$ cat src/rtl/bin2bcd_seq_pkg.sv
// rtl/bin2bcd_seq_pkg.sv - shared types and sizing helpers for the sequential binary-to-BCD converter
package bin2bcd_seq_pkg;

  typedef enum logic [1:0] {
    ST_IDLE = 2'd0,
    ST_CONV = 2'd1,
    ST_DONE = 2'd2
  } state_e;

  // Smallest digit count whose decimal range strictly exceeds 2^width.
  function automatic int min_digits(input int width);
    longint lim;
    longint p;
    int     d;
    lim = longint'(1) << width;
    p   = 1;
    d   = 0;
    while (p <= lim) begin
      p = p * 10;
      d = d + 1;
    end
    return d;
  endfunction

  function automatic int cnt_width(input int width);
    return (width > 1) ? $clog2(width) : 1;
  endfunction

endpackage

$ cat src/rtl/bin2bcd_seq_bcd_digit_adj.sv
// rtl/bin2bcd_seq_bcd_digit_adj.sv - double-dabble digit correction: add 3 when the digit is 5 or more
module bcd_digit_adj (
  input  logic [3:0] d_i,
  output logic [3:0] d_o
);

  assign d_o = (d_i >= 4'd5) ? (d_i + 4'd3) : d_i;

endmodule

$ cat src/rtl/bin2bcd_seq.sv
// rtl/bin2bcd_seq.sv - iterative double-dabble converter, one bit per clock, level start/done handshake
module bin2bcd_seq
  import bin2bcd_seq_pkg::*;
#(
  parameter int WIDTH  = 16,
  parameter int DIGITS = 5,
  parameter int SIGNED = 1
) (
  input  logic                  clk,
  input  logic                  rst,
  input  logic                  start,
  input  logic [WIDTH-1:0]      bin,
  output logic [4*DIGITS-1:0]   bcd,
  output logic                  neg,
  output logic                  busy,
  output logic                  done
);

  localparam int CW = cnt_width(WIDTH);

  if (DIGITS < min_digits(WIDTH)) begin : g_digits_check
    $error("bin2bcd_seq: DIGITS too small for WIDTH");
  end

  state_e                state_q;
  logic [WIDTH-1:0]      mag_q;
  logic [WIDTH-1:0]      mag_d;
  logic [4*DIGITS-1:0]   scratch_q;
  logic [4*DIGITS-1:0]   scratch_d;
  logic [4*DIGITS-1:0]   scratch_adj;
  logic [CW-1:0]         cnt_q;
  logic                  neg_pend_q;
  logic [4*DIGITS-1:0]   bcd_q;
  logic                  neg_q;
  logic                  cap_neg;
  logic [WIDTH-1:0]      cap_mag;

  // The most negative value negates to itself, which is already the correct unsigned magnitude.
  assign cap_neg = (SIGNED != 0) && bin[WIDTH-1];
  assign cap_mag = cap_neg ? (~bin + {{(WIDTH-1){1'b0}}, 1'b1}) : bin;

  for (genvar g = 0; g < DIGITS; g++) begin : g_adj
    bcd_digit_adj u_adj (
      .d_i (scratch_q[4*g +: 4]),
      .d_o (scratch_adj[4*g +: 4])
    );
  end

  assign {scratch_d, mag_d} = {scratch_adj, mag_q} << 1;

  always_ff @(posedge clk or posedge rst) begin
    if (rst) begin
      state_q    <= ST_IDLE;
      mag_q      <= '0;
      scratch_q  <= '0;
      cnt_q      <= '0;
      neg_pend_q <= 1'b0;
      bcd_q      <= '0;
      neg_q      <= 1'b0;
    end else begin
      case (state_q)
        ST_IDLE: begin
          if (start) begin
            mag_q      <= cap_mag;
            neg_pend_q <= cap_neg;
            scratch_q  <= '0;
            cnt_q      <= '0;
            state_q    <= ST_CONV;
          end
        end
        ST_CONV: begin
          scratch_q <= scratch_d;
          mag_q     <= mag_d;
          cnt_q     <= cnt_q + CW'(1);
          if (cnt_q == CW'(WIDTH-1)) begin
            bcd_q   <= scratch_d;
            neg_q   <= neg_pend_q;
            state_q <= ST_DONE;
          end
        end
        ST_DONE: begin
          if (!start) state_q <= ST_IDLE;
        end
        default: state_q <= ST_IDLE;
      endcase
    end
  end

  assign bcd  = bcd_q;
  assign neg  = neg_q;
  assign busy = (state_q == ST_CONV);
  assign done = (state_q == ST_DONE);

endmodule

$ cat config.mk
export PLATFORM = sky130hd
export DESIGN_NAME = bin2bcd_seq
export DESIGN_NICKNAME = d
export VERILOG_FILES = /design/src/rtl/bin2bcd_seq_pkg.sv /design/src/rtl/bin2bcd_seq_bcd_digit_adj.sv /design/src/rtl/bin2bcd_seq.sv
export SDC_FILE = /design/constraint.sdc
export NUM_CORES = 1
export LEC_CHECK = 0
export ABC_AREA = 1
export CAP_MARGIN = 20
export CORE_UTILIZATION = 57
export CTS_CLUSTER_DIAMETER = 30
export DETAILED_ROUTE_END_ITERATION = 10
export DONT_BUFFER_PORTS = 1
export PLACE_DENSITY = 0.75
export SYNTH_ARGS = -nofsm -noshare
export SYNTH_HDL_FRONTEND = slang
export SYNTH_SLANG_ARGS = --single-unit
$ cat constraint.sdc
create_clock -name clk -period 2.3 [get_ports clk]
set_input_delay 0.575 -clock clk [delete_from_list [all_inputs] [get_ports clk]]
set_output_delay 0.575 -clock clk [all_outputs]
set_load 0.005 [all_outputs]
==> summary.md, run 1 <==
| Metric | Value |
|---|---|
| Syn_area_per_cell | 8.81 sq um |
| Vias in the first global route | 2428 |
| Asr flop ratio synth | 100% |
| TritonCTS clock tree | yes |
| Critical Path AT | 1.31 ns |
| Max Cap Violations | 0 |
| Antenna diode count | 0 |
| Slowest cell delay on critical path | 0.40 ns |
| Synth top area cells | dfrtp_1 49%, nand2_1 9.9%, o21ai_0 6.6%, ha_1 4.6%, inv_1 4.5% |
| Crit path max fanout | 26 |
| Startpoint types | register |
| H-tree Lvls | 3 |
| PortBufs | 0 |
| Status | finished clean |
| Final-report max-slew violation count | 0 |
| Critical setup path kind | register to output port |
| Die Y | 77.9 um |
| Worst Setup SP | state_q[1] |
| Worst Setup End Kind | output port |
| Hold WC Path Type | primary input to asynchronous set/reset pin |
| DRT Pass-1 Iters | 4 |
| PD cells | 1360 mW/mm^2 |
| DP Area | 0.00329 sq mm |
| Synth Register Bits | 64 |
| Grt total ovfl | 0 |
| Count of different cell masters after synthesis | 30 |
| Worst Path Required | 1.73 ns |
| First-pass GRT wire length | 10.2 mm |
| # IOs | 42 |
| Clk Latency, worst-skew pair | 0.33 ns |
| Cells after Synth | 373 |
| Hold_buf cts | 0 |
| Final setup fails | 0 |
| Wire length per cell | 13.2 um |
| Setup Skew | 0.00716 ns |
| Worst rel slew slack | 60.8% |
| Syn. warnings | 0 |
| Clock Tree Buf Depth | 2 |
| Largest net degree at the start of global routing | 44 |
| Leak pwr | 0.00166 uW |
| Crit-path cells | inv_1 > nand2_4 > inv_4 |
| Initial core utilization | 59.3% |
| Synth top cells by count | 87 x nand2_1, 64 x dfrtp_1, 43 x o21ai_0 |
| Syn_nets | 404 |
| DR DRC count | 0 |
| Die area | 0.00607 sq mm |
| Vias per cell | 5.41 |
| Synth top area share | 48.8% |
| Die width | 77.9 um |
| Slowest cell on the critical path | dfrtp_1 |
| Achievable frequency | 530 MHz |
| Slew at the pin closest to its max-slew limit | 0.587 ns |
| Sink Count | 64 |
| Reg clk slew, reported paths | 0.06 ns |
| Vias | 2424 |
| Post-synth EDFFs | 0 |
| Final nets | 403 |
| Hpwl dp | 4.30 mm |
| GRT Resource Usage Total | 22.1% |
| Setup TNS | 0 ns |
| Final wirelength | 5.90 mm |
| Layout cells sized above 1 | 6.91% |
| Initial antenna violation count | 0 |
| Core Footprint | 0.00554 sq mm |
| Starting DRC count in detailed routing | 108 |
| ANT nets after route | 0 |
| Mapped Area | 0.00328 sq mm |
| Final Hold Viols | 0 |
| CTS root buf | clkbuf_8 |
| Final instance area | 0.00344 sq mm |
| RR Startpoint | state_q[1] |
| Row Count | 27 |
| Tcrit/Tclk final | 82.0% |
| Register Area | 0.00160 sq mm |
| Sequential share of the synthesized area | 48.8% |
| RePlAce Congestion | 0.750 |
| Worst VDD drop | 0.530 mV |
| Area of the multi-input gates | 0.00141 sq mm |
| Number of buffers created by CTS | 9 |
| Fillers | 487 |
| Post-CTS Setup Repair Bufs | 0 |
| Most common cell in the netlist | nand2_1 |
| RSZ-0062 raised after global routing | no |
| Resize count post-CTS | 0 |
| Ys flop type | dfrtp_1 |
| Crit path time final | 1.89 ns |
| P&R area growth vs syn | 4.72% |
| Cell taking the most area after synthesis | dfrtp_1 |
-- per-stage QoR --
step                utilization (%)  std cells  setup slack [ns]  total power (uW)  hold slack (ns)
detailed placement             59.4        433             0.586              3970            0.494
CTS                            62.1        448             0.404              4740            0.130
global route                   62.1        448             0.355              5130            0.151
finish                         62.1        448             0.414              4690            0.135
global placement               59.4        433             0.669              3850            0.489
floorplan                         -        373             0.127              3590            0.459
-- final timing paths --
check	cells past startpoint	slack (ns)	endpoint
worst max-delay path	3	0.41	busy
worst min-delay path	1	0.14	bcd[19]
worst max register to register	6	0.58	scratch_q[6]
worst min register to register	2	0.50	mag_q[9]
max in group asynchronous	2	1.58	bcd[2]
min in group clk	2	0.37	state_q[1]
-- worst max-delay path, delay by kind of cell, from the launching register on --
kind / cells / cell delay [ns]
buffers and inverters: 2 / 0.37
DFF: 1 / 0.40
and+or+nand+nor: 1 / 0.20
-- layer usage --
layer | routed length, um | part of all wire (%) | vias to the layer above | track usage (%)
met5 | 0 | 0 | - | 0
met4 | 134 | 2.3 | 0 | 12.4
met1 | 2710 | 46 | 1109 | 25.6
met2 | 2820 | 48 | 53 | 36.5
met3 | 229 | 3.9 | 14 | 6.47
li1 | - | - | 1248 | -
-- area by class of cell --
class / instances / share of cell area [%]
flip-flops and latches: 64 / 46.6
multi-input cells: 253 / 41.1
inverters: 43 / 4.84
clock buffers: 14 / 4.15
well taps: 72 / 2.62
repair buffers: 1 / 0.582
clock inverters: 1 / 0.146
-- report_power, final --
part / internal [uW] / switching, uW
Sequential: 1660 / 332
Clock: 385 / 373
Combinational: 742 / 1200
-- kinds of logic after synthesis --
| family | Yosys count | synth area share, % |
|---|---|---|
| simple gates | 133 | 17.6 |
| xor+xnor | 13 | 3.47 |
| flops | 64 | 48.8 |
| buf+inv | 56 | 8.19 |
| fa+ha+maj | 12 | 4.57 |
| compound gates | 95 | 17.4 |
-- cell usage in the layout (no fill, tap or decap), drive strengths merged --
cell type / count
a21oi: 6
a22o: 1
a22oi: 13
a31oi: 1
buf: 1
clkbuf: 14
clkinv: 1
dfrtp: 64
ha: 12
inv: 43
nand2: 90
nand3: 17
nand4: 2
nor2: 18
o21ai: 50
o221ai: 1
o22ai: 21
o31ai: 2
or2: 6
xor2: 13
-- flip-flops by register name, summed over array words and instances (netlist names) --
| register | cells |
|---|---|
| bcd | 20 |
| cnt_q | 4 |
| mag_q | 16 |
| neg | 1 |
| neg_pend_q | 1 |
| scratch_q | 20 |
| state_q | 2 |
Power figures use the tool's default switching activity.
==> run 2, diff against run 1 <==
clock period = 1.7 ns   (was 2.3 ns; I/O delays follow)
==> summary.md, run 2 (synthesis gave the netlist of run 1 again) <==
| Metric | Value |
|---|---|
| Sink Count | 64 |
| Switching power | 2660 uW |
| Post-CTS Setup Repair Bufs | 0 |
| Die width | 77.9 um |
| TritonCTS clock tree | yes |
| Resize count post-CTS | 0 |
| Wire length per cell | 13.7 um |
| Max Cap Violations | 0 |
| Worst Setup SP | state_q[1] |
| Most frequent cells in the layout | 87 x nand2_1, 64 x dfrtp_1, 43 x o21ai_0 |
| Combinational power share | 40.6% |
| Core Util, Final | 64.4% |
| ANT nets after route | 0 |
| Worst rel slew slack | 64.2% |
| Worst Path Required | 1.27 ns |
| Die Y | 77.9 um |
| Final wirelength | 6.23 mm |
| DR DRC count | 0 |
| Setup Skew | 0.00587 ns |
| H-tree Lvls | 3 |
| Slew at the pin closest to its max-slew limit | 0.536 ns |
| Hold_buf cts | 0 |
| Final Hold Viols | 2 |
| RSZ-0062 raised after global routing | no |
| PD cells | 1890 mW/mm^2 |
| Hold slack | -0.00164 ns |
| Critical setup path kind | register to output port |
| Critical Path AT | 1.21 ns |
| Die area | 0.00607 sq mm |
| Row Count | 27 |
| First-pass GRT wire length | 10.7 mm |
| Initial core utilization | 59.3% |
| PortBufs | 0 |
| Number of buffers created by CTS | 9 |
| Startpoint types | register |
| Achievable frequency | 613 MHz |
| Antenna diode count | 0 |
| Vias per cell | 5.52 |
| Switching part of the total | 39.4% |
| Vias in the first global route | 2419 |
| Worst VDD drop | 0.750 mV |
| Clk Latency, worst-skew pair | 0.34 ns |
| Hpwl dp | 4.53 mm |
| Slowest cell delay on critical path | 0.39 ns |
| Clock Tree Buf Depth | 2 |
| Grt total ovfl | 0 |
| Min setup slack post-route | 0.0699 ns |
| Crit-path cells | inv_1 > nand2_4 > inv_4 > buf_4 |
| Setup TNS | 0 ns |
| Cell-internal power | 4080 uW |
| Core Footprint | 0.00554 sq mm |
| Crit path max fanout | 16 |
| CTS root buf | clkbuf_8 |
| Layout cells sized above 1 | 9.16% |
| RR Startpoint | scratch_q[4] |
| Final instance area | 0.00357 sq mm |
| Total power | 6740 uW |
| P&R area growth vs syn | 8.69% |
| Commonest non-fill, non-tap cell in the layout | nand2_1 |
| Crit path time final | 1.63 ns |
| Flop pwr share | 40.3% |
| Largest net degree at the start of global routing | 36 |
| Final nets | 408 |
| Power share of the clock group | 19.1% |
| Final setup fails | 0 |
| GRT Resource Usage Total | 23.0% |
| Reg clk slew, reported paths | 0.07 ns |
| Initial antenna violation count | 0 |
| Hold WC Path Type | primary input to asynchronous set/reset pin |
| Failing checks | hold timing |
| Leak pwr | 0.00173 uW |
| Final-report max-slew violation count | 0 |
| Area of the multi-input gates | 0.00141 sq mm |
| Vias | 2507 |
| Slowest cell on the critical path | dfrtp_1 |
| Tcrit/Tclk final | 95.9% |
| Fillers | 483 |
| # IOs | 42 |
| Worst Setup End Kind | output port |
| Status | complete, but fails checks |
| RePlAce Congestion | 0.777 |
| Register Area | 0.00160 sq mm |
| DP Area | 0.00337 sq mm |
| Starting DRC count in detailed routing | 171 |
| Post-placement setup slack | 0.189 ns |
| DRT Pass-1 Iters | 4 |
==> run 2: changes by cell type in the layout (fill, tap and decap cells not counted), sizes merged <==
| cell | change |
|---|---|
| buf | +5 |
| bufinv | +1 |
| clkbuf | -1 |
| clkinv | +1 |
| clkinvlp | +1 |
| inv | -1 |
==> run 2: power groups by stage <==
stage / logic, uW / registers, uW / clock network [uW]
final: 2740 / 2710 / 1290
after global routing: 3170 / 2790 / 1380
after CTS: 2770 / 2720 / 1320
after detailed placement: 2750 / 2730 / 0
after global placement: 2610 / 2700 / 0
after floorplan: 2250 / 2610 / 0
==> run 2: stage by stage <==
stage / hold slack [ns] / std cells
floorplan: 0.459 / 373
global placement: 0.369 / 438
detailed placement: 0.369 / 438
CTS: 0.00627 / 454
global route: 0.0226 / 454
finish: -0.00164 / 454
==> run 2: final timing paths <==
check | cells after the start | slack, ns | to
max | 4 | 0.07 | busy
min | 1 | -0.002 | scratch_q[14]
max reg2reg | 6 | 0.19 | bcd[5]
min reg2reg | 2 | 0.50 | mag_q[2]
max in group asynchronous | 2 | 1.22 | mag_q[9]
min in group clk | 2 | 0.21 | state_q[1]
==> run 2: final cells by class <==
class | count | area share (%)
inverters | 43 | 4.77
clock inverters | 3 | 1.12
flip-flops and latches | 64 | 44.9
well taps | 72 | 2.52
repair buffers | 6 | 2.66
clock buffers | 13 | 4.45
multi-input cells | 253 | 39.6
==> run 2: layer usage <==
metal | global-route usage, % | wire length [um] | up-vias
met5 | 0 | 0 | -
met4 | 11.1 | 130 | 0
met3 | 4.12 | 255 | 10
met2 | 39.7 | 3140 | 64
met1 | 27.8 | 2700 | 1177
li1 | - | - | 1256
==> run 2: worst max-delay path: cells and delay by family, from the launching register on <==
family / cells / cell delay [ns]
DFF: 1 / 0.39
and+or+nand+nor: 1 / 0.08
buffers and inverters: 3 / 0.40
==> run 3, diff against run 2 <==
ABC_CLOCK_PERIOD_IN_PS = 1700   (was default)
TNS_END_PERCENT = 5   (was default)
==> results of run 3 <==
No change in the layout: final DEF, timing and power equal those of run 2.
